--- src/rtl/fetch_pkg.sv ---
// Shared definitions for the fetch sequencer.
// Provides the FSM state type plus the default reset PC and sequential increment.
package fetch_pkg;

  typedef enum logic [1:0] {
    StIdle,
    StFetch,
    StHold,
    StDrain
  } fetch_state_e;

  localparam int unsigned PcInc   = 4;
  localparam logic [31:0] StartPc = 32'h0000_0040;

endpackage

--- src/rtl/fetch_next_pc.sv ---
// Combinational next-PC select for the fetch sequencer.
// Ports:
//   pc_i          current PC
//   inc_i         advance PC by PC_INC (ignored when redirect_i is set)
//   redirect_i    take the redirect target
//   redirect_pc_i redirect target; the low two bits are cleared
//   next_pc_o     selected next PC
module fetch_next_pc
  import fetch_pkg::*;
#(
  parameter int unsigned DBITS  = 32,
  parameter int unsigned PC_INC = PcInc
) (
  input  logic [DBITS-1:0] pc_i,
  input  logic             inc_i,
  input  logic             redirect_i,
  input  logic [DBITS-1:0] redirect_pc_i,
  output logic [DBITS-1:0] next_pc_o
);

  always_comb begin
    next_pc_o = pc_i;
    if (redirect_i) begin
      next_pc_o = {redirect_pc_i[DBITS-1:2], 2'b00};
    end else if (inc_i) begin
      // Wraps modulo 2^DBITS.
      next_pc_o = pc_i + DBITS'(PC_INC);
    end
  end

endmodule

--- src/rtl/fetch_ctrl.sv ---
// Fetch sequencer between the PC and a variable-latency instruction memory.
// One request at a time; address held until ack; the returned word is buffered
// until decode accepts it; redirects from execute squash buffered or in-flight work.
// Ports:
//   clk, reset                 clock and synchronous active-high reset
//   imemReq/imemAddr           request to instruction memory
//   imemAck/imemData           memory response
//   redirect/redirectPc        redirect from execute
//   instrValid/instr/instrPc   buffered instruction for decode
//   instrReady                 decode accepts the buffered instruction
module fetch_ctrl
  import fetch_pkg::*;
#(
  parameter int unsigned      DBITS    = 32,
  parameter logic [DBITS-1:0] START_PC = DBITS'(StartPc),
  parameter int unsigned      PC_INC   = PcInc
) (
  input  logic             clk,
  input  logic             reset,
  output logic             imemReq,
  output logic [DBITS-1:0] imemAddr,
  input  logic             imemAck,
  input  logic [31:0]      imemData,
  input  logic             redirect,
  input  logic [DBITS-1:0] redirectPc,
  output logic             instrValid,
  output logic [31:0]      instr,
  output logic [DBITS-1:0] instrPc,
  input  logic             instrReady
);

  fetch_state_e     state_q, state_d;
  logic [DBITS-1:0] pc_q, pc_d;
  logic [DBITS-1:0] drain_addr_q, drain_addr_d;
  logic [31:0]      instr_q, instr_d;
  logic [DBITS-1:0] instr_pc_q, instr_pc_d;
  logic             pc_inc;

  fetch_next_pc #(
    .DBITS (DBITS),
    .PC_INC(PC_INC)
  ) u_next_pc (
    .pc_i         (pc_q),
    .inc_i        (pc_inc),
    .redirect_i   (redirect),
    .redirect_pc_i(redirectPc),
    .next_pc_o    (pc_d)
  );

  always_comb begin
    state_d      = state_q;
    drain_addr_d = drain_addr_q;
    instr_d      = instr_q;
    instr_pc_d   = instr_pc_q;
    pc_inc       = 1'b0;
    unique case (state_q)
      StIdle: state_d = StFetch;
      StFetch: begin
        if (redirect) begin
          // Without an ack the request is still outstanding and must be drained
          // at its original address before the redirect target is requested.
          if (!imemAck) begin
            state_d      = StDrain;
            drain_addr_d = pc_q;
          end
        end else if (imemAck) begin
          instr_d    = imemData;
          instr_pc_d = pc_q;
          pc_inc     = 1'b1;
          state_d    = StHold;
        end
      end
      StDrain: begin
        if (imemAck) state_d = StFetch;
      end
      StHold: begin
        if (redirect || instrReady) state_d = StFetch;
      end
      default: state_d = StIdle;
    endcase
  end

  always_ff @(posedge clk) begin
    if (reset) begin
      state_q      <= StIdle;
      pc_q         <= START_PC;
      drain_addr_q <= '0;
      instr_q      <= '0;
      instr_pc_q   <= '0;
    end else begin
      state_q      <= state_d;
      pc_q         <= pc_d;
      drain_addr_q <= drain_addr_d;
      instr_q      <= instr_d;
      instr_pc_q   <= instr_pc_d;
    end
  end

  always_comb begin
    imemReq    = (state_q == StFetch) || (state_q == StDrain);
    imemAddr   = (state_q == StDrain) ? drain_addr_q : pc_q;
    instrValid = (state_q == StHold);
    instr      = instr_q;
    instrPc    = instr_pc_q;
  end

endmodule

--- config.mk ---
export PLATFORM = sky130hd
export DESIGN_NAME = fetch_ctrl
export DESIGN_NICKNAME = d
export VERILOG_FILES = /design/src/rtl/fetch_pkg.sv /design/src/rtl/fetch_next_pc.sv /design/src/rtl/fetch_ctrl.sv
export SDC_FILE = /design/constraint.sdc
export NUM_CORES = 1
export LEC_CHECK = 0
export CORE_MARGIN = 5
export CORE_UTILIZATION = 50
export CTS_CLUSTER_DIAMETER = 60
export DETAILED_ROUTE_END_ITERATION = 8
export MAX_ROUTING_LAYER = met4
export PLACE_DENSITY = 0.93
export SLEW_MARGIN = 15
export SYNTH_ARGS = -nofsm -noshare
export SYNTH_HDL_FRONTEND = slang
export SYNTH_SLANG_ARGS = --single-unit
export TNS_END_PERCENT = 1
--- constraint.sdc ---
create_clock -name clk -period 4.9 [get_ports clk]
set_clock_uncertainty 0.2 [all_clocks]
set_input_delay 1.225 -clock clk [delete_from_list [all_inputs] [get_ports clk]]
set_output_delay 1.225 -clock clk [all_outputs]
set_load 0.02 [all_outputs]
# Word-level counts from Yosys, hierarchy flattened
# Index checks and enable logic that the tools add are counted.
# Widths: inputs -> output; s select.
# totals
wordCells,36
mem_bits_ro,0
ram_bits,0
ff_bits,130
latchBits,0
memories,0
# classes
n_eq_ne,7
div_mod_pow,0
reduce_logical,8
mul,0
n_bitwise,2
n_lt_le_gt_ge,0
n_mux,12
shifts,0
addsub,1
# op_table
op,n
$mux 32,3
$add 32x3->32 const B,1
$mux 2,5
$pmux 2 s4,1
$ne 3x3->1 const B,2
$reduce_and 3->1,2
$eq 2x2->1 const B,2
$reduce_and 4->1,1
$mux 1,3
$eq 2x1->1 const B,1
$logic_not 2->1,1
$logic_or 1x1->1,2
$ne 2x1->1 const B,1
$ne 2x2->1 const B,1
$not 1->1,2
$reduce_bool 2->1,1
$reduce_or 2->1,1

# Longest topological paths before layout
# depth
ltp_word,5
depth_mapped,7

# Modules after synthesis
# From an unflattened synthesis, not the netlist that was laid out.
# hier_totals
cells_unflattened,711
hier_area_um2,5720.5
# by_module_without_submodules
mod,seq_area_each_um2,area_each_um2,cells_per_inst,instances
fetch_ctrl,2602.5,4672.0,534,1
fetch_next_pc,0.0,1048.5,177,1

# Worst setup path before layout
# No wires, ideal clock.
# synth_path
path_kind,input to register
from,input port imemAck
to,register pc_q[27]
stages,5
t_required_ns,4.609
path_slack_ns,1.983
t_arrival_ns,2.626
setup_ns,0.091
cell_sequence,nand3b_1 buf_6 or4_4 or4_1 a311oi_1
# synth_between
elab_chain_cells,4
# synth_lines
element,line,source
"start, declared",fetch_ctrl.sv:22,"input logic imemAck,"
$mux 1,fetch_ctrl.sv:66,end else if (imemAck) begin
$mux 1,fetch_ctrl.sv:59,if (redirect) begin
$mux 1,fetch_ctrl.sv:56,unique case (state_q)
$reduce_bool 2->1 (no line),n/a,
"end signal, assigned",fetch_ctrl.sv:92,pc_q <= pc_d;
"end, declared",fetch_ctrl.sv:33,"logic [DBITS-1:0] pc_q, pc_d;"
# No other way between the ends.
# A chain may end at the register's enable or synchronous reset.

# Worst setup path after layout
# layout_path
from,register state_q[0]
to,output port imemAddr[2]
# layout_between
elab_chain_cells,2
# layout_lines
element,line,source
"start, declared",fetch_ctrl.sv:32,"fetch_state_e state_q, state_d;"
"start signal, assigned",fetch_ctrl.sv:85,state_q <= StIdle;
"start signal, assigned",fetch_ctrl.sv:91,state_q <= state_d;
$eq 2x2->1,fetch_ctrl.sv:101,imemAddr = (state_q == StDrain) ? drain_addr_q : pc_q;
$mux 32,fetch_ctrl.sv:101,
"end, declared",fetch_ctrl.sv:21,"output logic [DBITS-1:0] imemAddr,"
# No other way between the ends.

==> metrics <==
crit share post-route=0.847; largest cells by area after synthesis=dfxtp_1, nand2_1, a21oi_1, mux2_2, clkbuf_1; Setup violations, final=0; Top Usage Layer GRT=met2; placed cell areas=7190 um^2; row cnt=38; vias in the first global route=roughly 5400; CTS Buffer Depth=2; Synth Area in Compound Gates=0.159; wirelength, routed=16800 um; Clk Latency, worst-skew pair=0.52 ns; met1 usage=0.317; antenna-violating nets left=0; crit path max fanout=19; GR Util met2=0.420; WL per Instance=between 15 and 20 um; # diodes=0; Hold WS=0.252 ns; gr usage total=0.261; Tmin final=between 4 and 5 ns; CP Capture Type=output pin; Initial Util=0.511; Pins Over Slew Limit=0; routed vias=roughly 5700; adder-cell share of the synthesized area=0.00225; maximum vdd drop=roughly 290 uV; RSZ-0062 raised after global routing=no; dpl ws=roughly 1.1 ns; DP HPWL=11100 um; crit path kind=reg2out; Syn-to-layout area delta=40.8%; htree depth=4; CP Data Arrival Time=2.72 ns; Die H=116 um; Mapped Avg Cell Area=7.86 um^2; placed insts=approximately 960; CTS tree=done; Highest Clock Rate=241 MHz; Layout Cells excl Fill=~1000; Leak=2.68 nW; largest net degree at the start of global routing=69; CP startpoint=state_q[0]; Final Util=0.720; Total Power=2.79 mW; count of buffers from port buffering=160; multiplexer share of the synthesized area=0.0607; CTS clk-pin slew, worst paths=approximately 0.06 ns; nets=about 900; hold crit path type=reg2reg; core area=10900 um^2; total of max-cap violations=0; Num CTS Buffers=17; number of synthesized flops with an enable pin=0; hold buffer count at CTS=0; DRT Pass-1 Iters=5; r2r startpoint=pc_q[4]; Worst-Margin Slew=0.853 ns; hold depth=2; die area=13300 um^2; first-pass GRT wire length=26800 um; CTS root buf=clkbuf_8; reg2reg path depth=4; GRT Residual Overflow=0; Rel. slew slack=0.426; clock sinks=124; top_reg_cell synth=dfxtp_1; run status=finished clean; share of layout cells above drive strength 1=0.106; post-CTS setup buffer count=0; r2r setup slk=2.37 ns; mapped cell area=5570 um^2; Chip Width=116 um; Initial DRC Count=539; post-synthesis simple-gate area fraction=0.261; # fillers=777; startpoint types=flip-flop; Distinct cells, synth=54; initial antenna violation count=0; sequential area share after synthesis=0.446; DRC Markers=0; setup TNS=0 ns; cell taking the most area after synthesis=dfxtp_1; Power Dens Cells=356 nW/um^2; PnR worst setup slack=between 0.7 and 0.8 ns; synthesized netlist cell count=708; global-route track usage on met3=0.0658; warnings from Yosys=0; crit path to=imemAddr[2]; fraction of registers with async set/reset=0; Post-CTS Resized=0; Final Cell Area=7840 um^2; Synth Area in XOR/XNOR=0.0157; largest family of logic cells by synthesized area=simple AND/OR/NAND/NOR gates; top cell type's share of synthesized area=0.446; vias per inst=roughly 5.8; io pins=167; synthesized flop and latch total=124; Crit path required time=3.47 ns; final hold vios=0; Placer Congestion=0.903; Reg-to-Reg End=pc_q[21]
==> registers in the layout, indices dropped and copies added, names as in the netlist <==
signal        cells
instrPc          30
state_q           2
drain_addr_q     30
instr            32
pc_q             30
==> metal layers <==
metal | share of wire | vias to the layer above | routed length (um)
met2 | 0.48 | 298 | 8030
met5 | 0 | - | 0
met1 | 0.41 | 2640 | 6930
met3 | 0.083 | 60 | 1390
li1 | - | 2685 | -
met4 | 0.027 | 0 | 454
==> Yosys cell counts (all sizes together), types with 2 or more instances <==
cell type / number
clkbuf: 53
nor2: 24
dfxtp: 124
a211oi: 7
or4: 8
a311oi: 10
o31ai: 4
or3: 8
o211ai: 2
a21oi: 101
nand2: 206
or2: 3
buf: 15
o311ai: 3
mux2: 30
a32oi: 2
o221ai: 2
nand3: 14
a2111oi: 2
nor3: 11
nor2b: 2
xnor2: 3
a311o: 2
and4: 3
nand4: 14
inv: 4
nand3b: 2
a31oi: 2
nor4: 6
and2: 2
and2b: 2
o21ai: 6
o31a: 3
nand2b: 6
xor2: 7
and3: 3
a21o: 2
==> how the worst min path moves through the flow <==
stage / end / startpoint
2_1_floorplan: drain_addr_q[10] / drain_addr_q[10]
3_3_place_gp: drain_addr_q[16] / drain_addr_q[16]
3_5_place_dp: drain_addr_q[20] / drain_addr_q[20]
4_1_cts: drain_addr_q[20] / drain_addr_q[20]
5_1_grt: instrPc[3] / instrPc[3]
6_report: instr[27] / instr[27]
==> cells in the final DEF, fill, tap and decap left out, types with 13 or more instances in the layout <==
master / netlist / final
nand2_1: 206 / 206
clkdlybuf4s50_1: 0 / 159
dfxtp_1: 124 / 124
a21oi_1: 101 / 101
mux2_2: 30 / 30
nor2_1: 24 / 23
clkbuf_16: 0 / 16
buf_4: 4 / 14
nand4_1: 13 / 13
nand3_1: 13 / 13
==> worst max-delay path, cell delays in order, from the launching register on <==
cell and delay (ns):
dfxtp_1 0.54, nand2_1 0.41, buf_4 0.38, mux2_2 0.26
clkdlybuf4s50_1 0.62
==> kinds of logic after synthesis <==
kind of cell    count (synthesis)
simple gates                  320
xor+xnor                       10
flops                         124
fa+ha+maj                       1
mux                            30
compound gates                149
buf+inv                        73
other cells                     1
==> power by group <==
group | switching [mW] | internal (mW) | total (mW)
combinational | 0.158 | 0.154 | 0.312
sequential | 0.0510 | 1.04 | 1.10
clock | 0.496 | 0.888 | 1.38
total | 0.706 | 2.09 | 2.79
==> cell type report <==
type,instances,area (um^2),share of cell area
clock inverters,15,234,0.0298
clock buffers,17,414,0.0528
repair buffers,173,1700,0.216
multi-input cells,514,2820,0.360
inverters,5,18.8,0.00239
flip-flops and latches,124,2480,0.317
well taps,140,175,0.0223
No activity file was read; power rests on OpenSTA's default activity.
